$ cat config.mk
export PLATFORM = sky130hd
export DESIGN_NAME = run_length_word_tracker
export DESIGN_NICKNAME = d
export VERILOG_FILES = /design/src/rtl/run_length_word_tracker.sv
export SDC_FILE = /design/constraint.sdc
export NUM_CORES = 1
export LEC_CHECK = 0
export CORE_MARGIN = 2
export CORE_UTILIZATION = 61
export DETAILED_ROUTE_END_ITERATION = 12
export GPL_TIMING_DRIVEN = 0
export HOLD_SLACK_MARGIN = 0.05
export PLACE_DENSITY_LB_ADDON = 0.1
export SYNTH_ARGS = -nofsm -noshare
export SYNTH_HDL_FRONTEND = slang
export SYNTH_SLANG_ARGS = --single-unit
$ cat constraint.sdc
create_clock -name clk -period 9.4 [get_ports clk]
set_input_delay 1.41 -clock clk [delete_from_list [all_inputs] [get_ports clk]]
set_output_delay 1.41 -clock clk [all_outputs]
set_load 0.05 [all_outputs]
$ cat src/rtl/run_length_word_tracker.sv
// rtl/run_length_word_tracker.sv - masked consecutive-word run tracker with run record FIFO
module run_length_word_tracker #(
  parameter int                WORD_W     = 8,
  parameter int                CNT_W      = 10,
  parameter int                RUN_W      = 8,
  parameter logic [WORD_W-1:0] MATCH_MASK = {WORD_W{1'b1}},
  parameter int                DEPTH      = 4
) (
  input  logic              clk,
  input  logic              reset_n,
  input  logic              clear,
  input  logic              enable,
  input  logic [WORD_W-1:0] word,
  input  logic              flush,
  output logic [CNT_W-1:0]  num_same_cons_words,
  output logic [RUN_W-1:0]  run_len,
  output logic [RUN_W-1:0]  max_run_len,
  output logic [WORD_W-1:0] max_run_word,
  output logic              rec_valid,
  input  logic              rec_ready,
  output logic [WORD_W-1:0] rec_word,
  output logic [RUN_W-1:0]  rec_len,
  output logic              rec_overflow
);

  localparam int AW = $clog2(DEPTH);

  // Run tracking state
  logic              have_prev;
  logic [WORD_W-1:0] prev_word;
  logic [WORD_W-1:0] run_start_word;

  // Next-state values
  logic              have_prev_d;
  logic [WORD_W-1:0] prev_word_d;
  logic [WORD_W-1:0] run_start_word_d;
  logic [RUN_W-1:0]  run_len_d;
  logic [CNT_W-1:0]  num_same_d;
  logic [RUN_W-1:0]  max_run_len_d;
  logic [WORD_W-1:0] max_run_word_d;
  logic              match;
  logic              push;

  // FIFO state; pointers carry one extra wrap bit to tell full from empty
  logic [WORD_W-1:0] mem_word [DEPTH];
  logic [RUN_W-1:0]  mem_len  [DEPTH];
  logic [AW:0]       wr_ptr;
  logic [AW:0]       rd_ptr;
  logic              fifo_empty;
  logic              fifo_full;
  logic              pop;
  logic              push_ok;

  assign fifo_empty = (wr_ptr == rd_ptr);
  assign fifo_full  = (wr_ptr[AW] != rd_ptr[AW]) && (wr_ptr[AW-1:0] == rd_ptr[AW-1:0]);
  assign pop        = !fifo_empty && rec_ready;
  // A full FIFO still accepts a push when the head leaves in the same cycle
  assign push_ok    = push && (!fifo_full || pop);

  assign rec_valid = !fifo_empty;
  assign rec_word  = fifo_empty ? '0 : mem_word[rd_ptr[AW-1:0]];
  assign rec_len   = fifo_empty ? '0 : mem_len[rd_ptr[AW-1:0]];

  // Next run statistics: flush closes the run first so a same-cycle word never matches it
  always_comb begin
    have_prev_d      = have_prev;
    prev_word_d      = prev_word;
    run_start_word_d = run_start_word;
    run_len_d        = run_len;
    num_same_d       = num_same_cons_words;
    max_run_len_d    = max_run_len;
    max_run_word_d   = max_run_word;
    match            = 1'b0;
    push             = 1'b0;

    if (flush && (run_len != '0)) begin
      push        = 1'b1;
      run_len_d   = '0;
      have_prev_d = 1'b0;
    end

    if (enable) begin
      match = have_prev_d && (((word ^ prev_word) & MATCH_MASK) == '0);
      if (match) begin
        if (num_same_cons_words != '1) num_same_d = num_same_cons_words + 1'b1;
        if (run_len != '1) run_len_d = run_len + 1'b1;
      end else begin
        if (have_prev_d) push = 1'b1;
        run_start_word_d = word;
        run_len_d        = RUN_W'(1);
        have_prev_d      = 1'b1;
      end
      prev_word_d = word;
      // Strictly greater, so a tie leaves the older run as the maximum
      if (run_len_d > max_run_len) begin
        max_run_len_d  = run_len_d;
        max_run_word_d = run_start_word_d;
      end
    end
  end

  // Statistics registers; clear wins over everything else
  always_ff @(posedge clk or negedge reset_n) begin
    if (!reset_n) begin
      have_prev           <= 1'b0;
      prev_word           <= '0;
      run_start_word      <= '0;
      run_len             <= '0;
      num_same_cons_words <= '0;
      max_run_len         <= '0;
      max_run_word        <= '0;
    end else if (clear) begin
      have_prev           <= 1'b0;
      prev_word           <= '0;
      run_start_word      <= '0;
      run_len             <= '0;
      num_same_cons_words <= '0;
      max_run_len         <= '0;
      max_run_word        <= '0;
    end else begin
      have_prev           <= have_prev_d;
      prev_word           <= prev_word_d;
      run_start_word      <= run_start_word_d;
      run_len             <= run_len_d;
      num_same_cons_words <= num_same_d;
      max_run_len         <= max_run_len_d;
      max_run_word        <= max_run_word_d;
    end
  end

  // FIFO pointers and sticky overflow flag
  always_ff @(posedge clk or negedge reset_n) begin
    if (!reset_n) begin
      wr_ptr       <= '0;
      rd_ptr       <= '0;
      rec_overflow <= 1'b0;
    end else if (clear) begin
      wr_ptr       <= '0;
      rd_ptr       <= '0;
      rec_overflow <= 1'b0;
    end else begin
      if (pop) rd_ptr <= rd_ptr + 1'b1;
      if (push_ok) wr_ptr <= wr_ptr + 1'b1;
      if (push && !push_ok) rec_overflow <= 1'b1;
    end
  end

  // Record storage; contents are masked by the pointers so no reset is needed
  always_ff @(posedge clk) begin
    if (push_ok && !clear) begin
      mem_word[wr_ptr[AW-1:0]] <= run_start_word;
      mem_len[wr_ptr[AW-1:0]]  <= run_len;
    end
  end

endmodule
==> impl_results.md, run 1 <==
- Post-route ant nets: 0
- Final Wtd Congestion: 0.931
- Hold_buf cts: 0
- Slew Limit Fails: 0
- Max FO, Critical Path: 10
- Row count: 35
- Clock sink total: 122
- Worst Tran Pin Value: 1060 ps
- 1st-pass router iterations: 5
- Post-CTS Setup Inserts: 0
- Gr busiest metal: met2
- Antenna violations before repair: 0
- Post-route DRC: 0
- Initial DRC count: 231
- Post-Place Worst Slack: 3170 ps
- GRT Overall Usage: 28.8%
- Clock power frac: 44.9%
- Clk slew on worst S/H paths: 60 ps
- Root Driver: clkbuf_8
- Final-stage net count: 579
- Slew HR: 29.1%
- Asr flop ratio synth: 47.5%
- Clock tree buffer depth: 2
- Ant diodes: 0
- Commonest cells after routing, fill and taps aside: edfxtp_1 (64), clkdlybuf4s50_1 (63), dfrtp_1 (58)
- Setup TNS: 0 ps
- Worst IR Drop VDD: 0.148 mV
- Crit path largest cell delay: 930 ps
- Sw frac: 27.6%
- Routing usage on met3: 6.42%
- Vias per inst: 6.16
- Slowest cell on the critical path: nor3_1
- Via count: 4258
- Tot Pwr: 1.63 mW
- Chip height: 102 um
- Worst Hold Depth: 2
- Worst Clk Skew: 6.42 ps
- Switching Power: 0.450 mW
- TritonCTS clock tree: yes
- Routed len/inst: 20.4 um
- Die span in x: 102 um
- Commonest non-fill, non-tap cell in the layout: edfxtp_1
- Synthesized area per cell: 12.5 um2
- Share of cells above drive strength 1: 11.2%
- Final WS setup: 3430 ps
- Num CTS Buffers: 17
- H-Tree Depth: 4
- R2r worst-path depth: 15
- Util after Layout: 79.0%
- Register area share after synthesis: 58.0%
- Ys Warns: 0
- CP Data Arrival Time: 6320 ps
- Fin area: 0.00730 mm2
- GRT Residual Overflow: 0
- Dominant synthesized flop cell: edfxtp_1
- Effective utilization at floorplan: 63.0%
- CP Data Required Time: 9750 ps
- M1 GR Usage: 38.1%
- Final min period: 5970 ps
- Port bufs: 64
- Achievable Freq: 167 MHz
- Dpl hpwl: 9.16 mm
- Worst hold slack: 553 ps
- CP Cell Sequence: clkdlybuf4s50_1, xnor2_1, nand4_1, nor3_1, o21ai_0, inv_1, ha_1, nand4_1, or3b_2, a21oi_1, or2_2, clkbuf_1, clkbuf_1, a31oi_1
- Post-route insts no fill: 691
- Placed cells: 659
- Internal power: 1.18 mW
- Dpl cell area: 0.00664 mm2
- Die area: 0.0103 mm2
- Post-Syn Area: 0.00582 mm2
- Routing usage on met2: 46.0%
- Synth cell types: 50
- Synth Register Bits: 122
- Vias in the first global route: 4341
- Final setup viols: 0
- Run status: finished, final reports clean
- Post-Syn Instances: 465
- MaxCap Viol Count: 0
- Fill cells: 560
- Mapped Nets: 495
- Leak: 2.93 nW
- Final WL: 14.1 mm
- Crit Path Category: in -> reg
- Resize count post-CTS: 0
- Unrepaired setup endpoints after global routing: false
- Clock latency at the later pin of the worst-skew pair: 520 ps
- Ports: 66
- Largest net degree at the start of global routing: 35
- Post-route clock period utilization: 63.5%
- Layout area overhead: 25.4%
- CP Capture Type: register
- Sequential power share: 36.4%
- First-pass GRT wire length: 22.2 mm
- CP startpoint kind: input port
- Final hold vios: 0
- Post-synth EDFFs: 64
- PwrDens: 223 mW/mm2
- Combinational power share: 18.7%
- Hold WC Path Type: reg -> reg
- Core box area: 0.00924 mm2
## path summary, 6_finish.rpt
kind / start / to / slack, ps
max in group asynchronous: reset_n / run_len[5] / 7820
min reg2reg: prev_word[1] / prev_word[1] / 550
min in group asynchronous: reset_n / prev_word[3] / 970
min: prev_word[1] / prev_word[1] / 550
max: word[5] / max_run_word[7] / 3430
max reg2reg: run_len[0] / max_run_word[7] / 3860
## power by group through the flow
stage                     Clock (mW)  Sequential (mW)  Combinational (mW)
after floorplan                    0            0.610               0.195
after global placement             0            0.600               0.297
after detailed placement           0            0.602               0.304
after CTS                      0.733            0.592               0.307
after global routing           0.757            0.593               0.321
final                          0.731            0.592               0.304
## cell usage after synthesis, drive strengths merged (16+ instances only)
library cell	instances	area, um2
clkbuf	19	71.3
ha	16	200
and2	21	131
inv	19	71.3
a21oi	18	90.1
nand2	32	120
nor2	29	109
mux4	16	360
mux2i	21	210
dfrtp	58	1450
edfxtp	64	1920
o31ai	18	140
## sequential cells by signal (all words and copies together) (netlist names), 3 cells and up
signal / cells
run_len: 8
max_run_word: 8
num_same_cons_words: 10
rd_ptr: 3
prev_word: 8
max_run_len: 8
run_start_word: 8
wr_ptr: 3
mem_word: 32
mem_len: 32
## area by class of cell
| type | count | area, um2 | area share [%] |
|---|---|---|---|
| Tap cell | 129 | 161 | 2.21 |
| Multi-Input combinational cell | 295 | 2240 | 30.8 |
| Inverter | 19 | 71.3 | 0.977 |
| Sequential cell | 122 | 3370 | 46.2 |
| Clock inverter | 13 | 240 | 3.29 |
| Buffer | 29 | 130 | 1.78 |
| Clock buffer | 19 | 422 | 5.78 |
| Timing Repair Buffer | 65 | 656 | 8.98 |
## worst max-delay path, delay by kind of cell
family,cells,cell delay [ps]
AND/OR/NAND/NOR,5,1940
buffers and inverters,4,1480
AO/OA/AOI/OAI,3,1050
adder cells (fa/ha/maj),1,270
XOR/XNOR,1,160
## cell families (layout without fill, tap and decap cells)
| kind of cell | Yosys count | count (layout) | synth area share, % |
|---|---|---|---|
| AO/OA/AOI/OAI | 86 | 86 | 10.2 |
| XOR/XNOR | 16 | 16 | 2.41 |
| adder cells (fa/ha/maj) | 16 | 16 | 3.44 |
| buffers and inverters | 48 | 145 | 3.46 |
| flip-flops | 122 | 122 | 58.0 |
| multiplexers | 40 | 40 | 10.4 |
| AND/OR/NAND/NOR | 137 | 137 | 12.2 |
## routing by layer
layer	vias up	routed length, um
li1	1916	-
met1	2133	5970
met2	184	7090
met3	25	760
met4	0	252
met5	-	0
No activity file was read; power rests on OpenSTA's default activity.
==> inputs of run 2 (changes only) <==
- CORE_UTILIZATION: 61 -> 56
- clock period: 9.4 -> 6.1 ns (I/O delays scaled with it)
==> run 2 against run 1 <==
Utilization down 7.0 points; clock-buffer cell count down 2; critical path depth up 1; sequential share of layout area down 0.19 points; die area up 8.6%; global-route usage down 3.8 points; critical endpoint is now max_run_word[2]; largest cell class unchanged.
==> impl_results.md, run 2 (same netlist as run 1, synthesis figures left out) <==
- 1st-pass router iterations: 5 (unchanged)
- Largest net degree at the start of global routing: 32 (-8.6%)
- Slew HR: 31.3% (+2.2 points)
- GRT Residual Overflow: 0 (unchanged)
- Ports: 66 (unchanged)
- Routed len/inst: 18.7 um (-8.1%)
- Reg2reg end: max_run_word[2]
- Effective utilization at floorplan: 57.1% (-5.8 points)
- Clock sink total: 122 (unchanged)
- Root Driver: clkbuf_8
- Vias per inst: 5.94 (-3.5%)
- Ant diodes: 0 (unchanged)
- Vias in the first global route: 4132 (-4.8%)
- TritonCTS clock tree: yes
- Final hold vios: 0 (unchanged)
- Max FO, Critical Path: 11 (+1)
- H-Tree Depth: 4 (unchanged)
- Fill cells: 713 (+27%)
- Clk slew on worst S/H paths: 60 ps (about the same)
- Final Wtd Congestion: 0.888 (-4.6%)
- Clock tree buffer depth: 2 (unchanged)
- First-pass GRT wire length: 21.3 mm (-3.9%)
- Post-route ant nets: 0 (unchanged)
- Row count: 37 (+5.7%)
- Via count: 4149 (-2.6%)
- Layout area overhead: 25.9%
- Crit Path Category: reg -> reg
- Run status: finished, final reports clean
- Initial DRC count: 299 (+29%)
- FF-to-FF setup slack: 760 ps (-3100 ps)
- Resize count post-CTS: 0 (unchanged)
- CP startpoint kind: register
- Fin area: 0.00733 mm2 (+0.41%)
- Critical Path Start: run_len[0]
- Commonest cells after routing, fill and taps aside: edfxtp_1 (64), clkdlybuf4s50_1 (63), dfrtp_1 (58)
- Die span in x: 106 um (+4.2%)
- Antenna violations before repair: 0 (unchanged)
- CP Capture Type: register
- Worst Tran Pin Value: 1020 ps (-33.3 ps)
- Critical path destination: max_run_word[2]
- Post-CTS Setup Inserts: 0 (unchanged)
- Post-route DRC: 0 (unchanged)
- R2r worst-path depth: 15 (unchanged)
- Dpl cell area: 0.00665 mm2 (+0.13%)
- Final-stage net count: 579 (unchanged)
- Clock latency at the later pin of the worst-skew pair: 520 ps (about the same)
- Die area: 0.0112 mm2 (+8.6%)
- Achievable Freq: 187 MHz
- MaxCap Viol Count: 0 (unchanged)
- Final setup viols: 0 (unchanged)
- Chip height: 106 um (+4.2%)
- Reg2reg start: run_len[0]
- Slew Limit Fails: 0 (unchanged)
- Final WL: 13.1 mm (-7.1%)
- Hold WC Path Type: in -> async
- Share of cells above drive strength 1: 11.2% (unchanged)
- Post-route clock period utilization: 87.6%
- Leak: 2.94 nW (+0.37%)
- Num CTS Buffers: 17 (unchanged)
- CP Data Arrival Time: 5710 ps (-610 ps)
- Worst Clk Skew: 7.85 ps (+1.42 ps)
- Unrepaired setup endpoints after global routing: false
- Final min period: 5340 ps
- Dpl hpwl: 8.58 mm (-6.3%)
- GRT Overall Usage: 25.0% (-3.8 points)
- Port bufs: 64 (unchanged)
- Hold_buf cts: 0 (unchanged)
- CP Data Required Time: 6460 ps (-3290 ps)
- Core box area: 0.0102 mm2 (+10%)
- PwrDens: 346 mW/mm2 (+55%)
- Setup TNS: 0 ps (unchanged)
- Commonest non-fill, non-tap cell in the layout: edfxtp_1
- Worst IR Drop VDD: 0.181 mV (+23%)
run 2: worst min path at each step:
stage,startpoint,endpoint,slack (ps),cells past startpoint
after floorplan,run_start_word[0],mem_word[0][0],500,0
after global placement,prev_word[2],prev_word[2],520,2
after detailed placement,prev_word[2],prev_word[2],540,2
after CTS,reset_n,max_run_word[5],440,1
after global routing,reset_n,max_run_word[5],470,1
final,reset_n,max_run_word[4],430,1
run 2: final cells by class:
| class | count | area [um2] | area share, % |
|---|---|---|---|
| flip-flops and latches | 122 | 3370 | 46.0 |
| multi-input cells | 295 | 2240 | 30.6 |
| repair buffers | 65 | 656 | 8.95 |
| clock buffers | 17 | 414 | 5.65 |
| clock inverters | 15 | 269 | 3.67 |
| well taps | 136 | 170 | 2.32 |
| plain buffers | 29 | 130 | 1.78 |
| inverters | 19 | 71.3 | 0.973 |
run 2: layer usage:
metal  wire [um]  GRT usage (%)  vias up
met5           0              0        -
met4         137           7.89        0
met3         729           5.82       13
met2        6340           39.7      146
met1        5870           34.7     2081
li1            -              -     1909
run 2: where the power goes:
part	leakage (nW)	switching, mW	internal (mW)	total [mW]
Sequential	1.40	0.0185	0.893	0.911
Clock	0.328	0.369	0.789	1.16
Combinational	1.21	0.295	0.170	0.464
run 2: worst max-delay path, cell delays in order, from the launching register on:
cell	delay, ps
dfrtp_1	500
inv_1	160
ha_1	160
or4b_1	470
a2bb2oi_1	230
nor3_1	820
o21ai_0	400
inv_1	140
ha_1	260
nand4_1	120
or3b_2	440
a21oi_1	400
or2_2	200
clkbuf_1	270
clkbuf_1	460
a31oi_1	160
run 2: per-stage QoR:
| step | setup WS, ps | hold WS [ps] | utilization [%] | power, mW | std cells |
|---|---|---|---|---|---|
| after floorplan | 1780 | 496 | - | 1.24 | 465 |
| after global placement | 451 | 524 | 65.1 | 1.38 | 665 |
| after detailed placement | 446 | 537 | 65.2 | 1.39 | 666 |
| after CTS | 885 | 439 | 72.0 | 2.55 | 698 |
| after global routing | 425 | 469 | 72.0 | 2.61 | 698 |
| final | 758 | 429 | 72.0 | 2.53 | 698 |
==> inputs of run 3 (changes only) <==
- CAP_MARGIN: unset -> 20
==> run 3 against run 2 <==
Clock power about the same; critical path type unchanged; combinational power about the same; utilization unchanged; global-route usage unchanged; critical path depth unchanged; final cell count unchanged; largest cell class unchanged; sequential power about the same.
==> impl_results.md, run 3 (same netlist as run 1, synthesis figures left out) <==
- CP startpoint kind: register
- Cell count along the critical path: 15 (unchanged)
- R2r worst-path depth: 15 (unchanged)
- Post-route clock period utilization: 87.6% (unchanged)
- Chip height: 106 um (unchanged)
- Worst Tran Pin Value: 1020 ps (unchanged)
- Tot Pwr: 2.53 mW (unchanged)
- Achievable Freq: 187 MHz (unchanged)
- Port bufs: 64 (unchanged)
- Final setup viols: 0 (unchanged)
- Dpl hpwl: 8.58 mm (unchanged)
- Post-route DRC: 0 (unchanged)
- Ports: 66 (unchanged)
- Core box area: 0.0102 mm2 (unchanged)
- Worst Clk Skew: 7.85 ps (unchanged)
- FF-to-FF setup slack: 760 ps (about the same)
- CP Capture Type: register
- Vias in the first global route: 4132 (unchanged)
- CP delay by family, top: simple AND/OR/NAND/NOR gates
- TritonCTS clock tree: yes
- Final WS setup: 758 ps (unchanged)
- Post-route ant nets: 0 (unchanged)
- Num CTS Buffers: 17 (unchanged)
- Clk slew on worst S/H paths: 60 ps (about the same)
- Vias per inst: 5.94 (unchanged)
- GRT Overall Usage: 25.0% (unchanged)
- Final-stage net count: 579 (unchanged)
- Hold WC Path Type: in -> async
- Setup TNS: 0 ps (unchanged)
- Die area: 0.0112 mm2 (unchanged)
- CP Cell Sequence: inv_1, ha_1, or4b_1, a2bb2oi_1, nor3_1, o21ai_0, inv_1, ha_1, nand4_1, or3b_2, a21oi_1, or2_2, clkbuf_1, clkbuf_1, a31oi_1
- Die span in x: 106 um (unchanged)
- PwrDens: 346 mW/mm2 (unchanged)
- Via count: 4149 (unchanged)
- Final WL: 13.1 mm (unchanged)
- Run status: finished, final reports clean
- Post-CTS Setup Inserts: 0 (unchanged)
- Slowest cell on the critical path: nor3_1
- Worst IR Drop VDD: 0.181 mV (unchanged)
- Unrepaired setup endpoints after global routing: false
- Util after Layout: 72.0% (unchanged)
- Clock sink total: 122 (unchanged)
- Hold_buf cts: 0 (unchanged)
- Reg2reg end: max_run_word[2]
- Crit path largest cell delay: 820 ps (about the same)
- Critical path destination: max_run_word[2]
- Initial DRC count: 299 (unchanged)
- Antenna violations before repair: 0 (unchanged)
- Leak: 2.94 nW (unchanged)
- CP Data Arrival Time: 5710 ps (about the same)
- Effective utilization at floorplan: 57.1% (unchanged)
- Slew Limit Fails: 0 (unchanged)
- Row count: 37 (unchanged)
- Slew HR: 31.3% (unchanged)
- CP bufs+invs: 4 (unchanged)
- GRT Residual Overflow: 0 (unchanged)
- Final Wtd Congestion: 0.888 (unchanged)
- Ant diodes: 0 (unchanged)
- Clock latency at the later pin of the worst-skew pair: 520 ps (about the same)
- Critical Path Start: run_len[0]
- Share of cells above drive strength 1: 11.2% (unchanged)
- Commonest cells after routing, fill and taps aside: edfxtp_1 (64), clkdlybuf4s50_1 (63), dfrtp_1 (58)
- Final min period: 5340 ps (unchanged)
- Layout area overhead: 25.9% (unchanged)
- Reg2reg start: run_len[0]
- 1st-pass router iterations: 5 (unchanged)
- Final hold vios: 0 (unchanged)
- Root Driver: clkbuf_8
- Commonest non-fill, non-tap cell in the layout: edfxtp_1
- Max FO, Critical Path: 11 (unchanged)
- Crit Path Category: reg -> reg
- Clock tree buffer depth: 2 (unchanged)
- Post-Place Worst Slack: 446 ps (unchanged)
- Routed len/inst: 18.7 um (unchanged)
- Resize count post-CTS: 0 (unchanged)
- CP Data Required Time: 6460 ps (about the same)
- Largest net degree at the start of global routing: 32 (unchanged)
- First-pass GRT wire length: 21.3 mm (unchanged)
- H-Tree Depth: 4 (unchanged)
- MaxCap Viol Count: 0 (unchanged)
==> run 3: cell counts in the layout (fill, tap and decap cells not counted) <==
No cell type changed its count.
==> run 3: layout make-up <==
| class | count | area (um2) |
|---|---|---|
| multi-input combinational | 295 | 2240 |
| buffer | 29 | 130 |
| inverter | 19 | 71.3 |
| clock inverter | 15 | 269 |
| sequential | 122 | 3370 |
| fill | 713 | 2860 |
| tap | 136 | 170 |
| clock buffer | 17 | 414 |
| timing repair buffer | 65 | 656 |
==> run 3: metrics by stage <==
stage | cell area, um2 | hold WS (ps) | instances
finish | 7330 | 429 | 698
global route | 7330 | 469 | 698
CTS | 7330 | 439 | 698
detailed placement | 6650 | 537 | 666
global placement | 6630 | 524 | 665
floorplan | 5820 | 496 | 465
==> run 3: worst register-to-register path, stage by stage, from the launching register on <==
cell       delay (ps)
dfrtp_1           500
inv_1             160
ha_1              160
or4b_1            470
a2bb2oi_1         230
nor3_1            820
o21ai_0           400
inv_1             140
ha_1              260
nand4_1           120
or3b_2            440
a21oi_1           400
or2_2             200
clkbuf_1          270
clkbuf_1          460
a31oi_1           160
==> run 3: worst min-delay path by stage <==
stage | start | end | slack (ps) | depth (start not counted)
floorplan | run_start_word[0] | mem_word[0][0] | 500 | 0
global placement | prev_word[2] | prev_word[2] | 520 | 2
detailed placement | prev_word[2] | prev_word[2] | 540 | 2
CTS | reset_n | max_run_word[5] | 440 | 1
global route | reset_n | max_run_word[5] | 470 | 1
finish | reset_n | max_run_word[4] | 430 | 1
==> run 3: per-layer routing <==
layer | track usage, % | up-vias | wire (um)
met5 | 0 | - | 0
li1 | - | 1909 | -
met2 | 39.7 | 146 | 6340
met4 | 7.89 | 0 | 137
met3 | 5.82 | 13 | 729
met1 | 34.7 | 2081 | 5870
==> run 3: report_power, final <==
part,internal [mW],switching (mW),total [mW]
Sequential,0.893,0.0185,0.911
Combinational,0.170,0.295,0.464
Clock,0.789,0.369,1.16
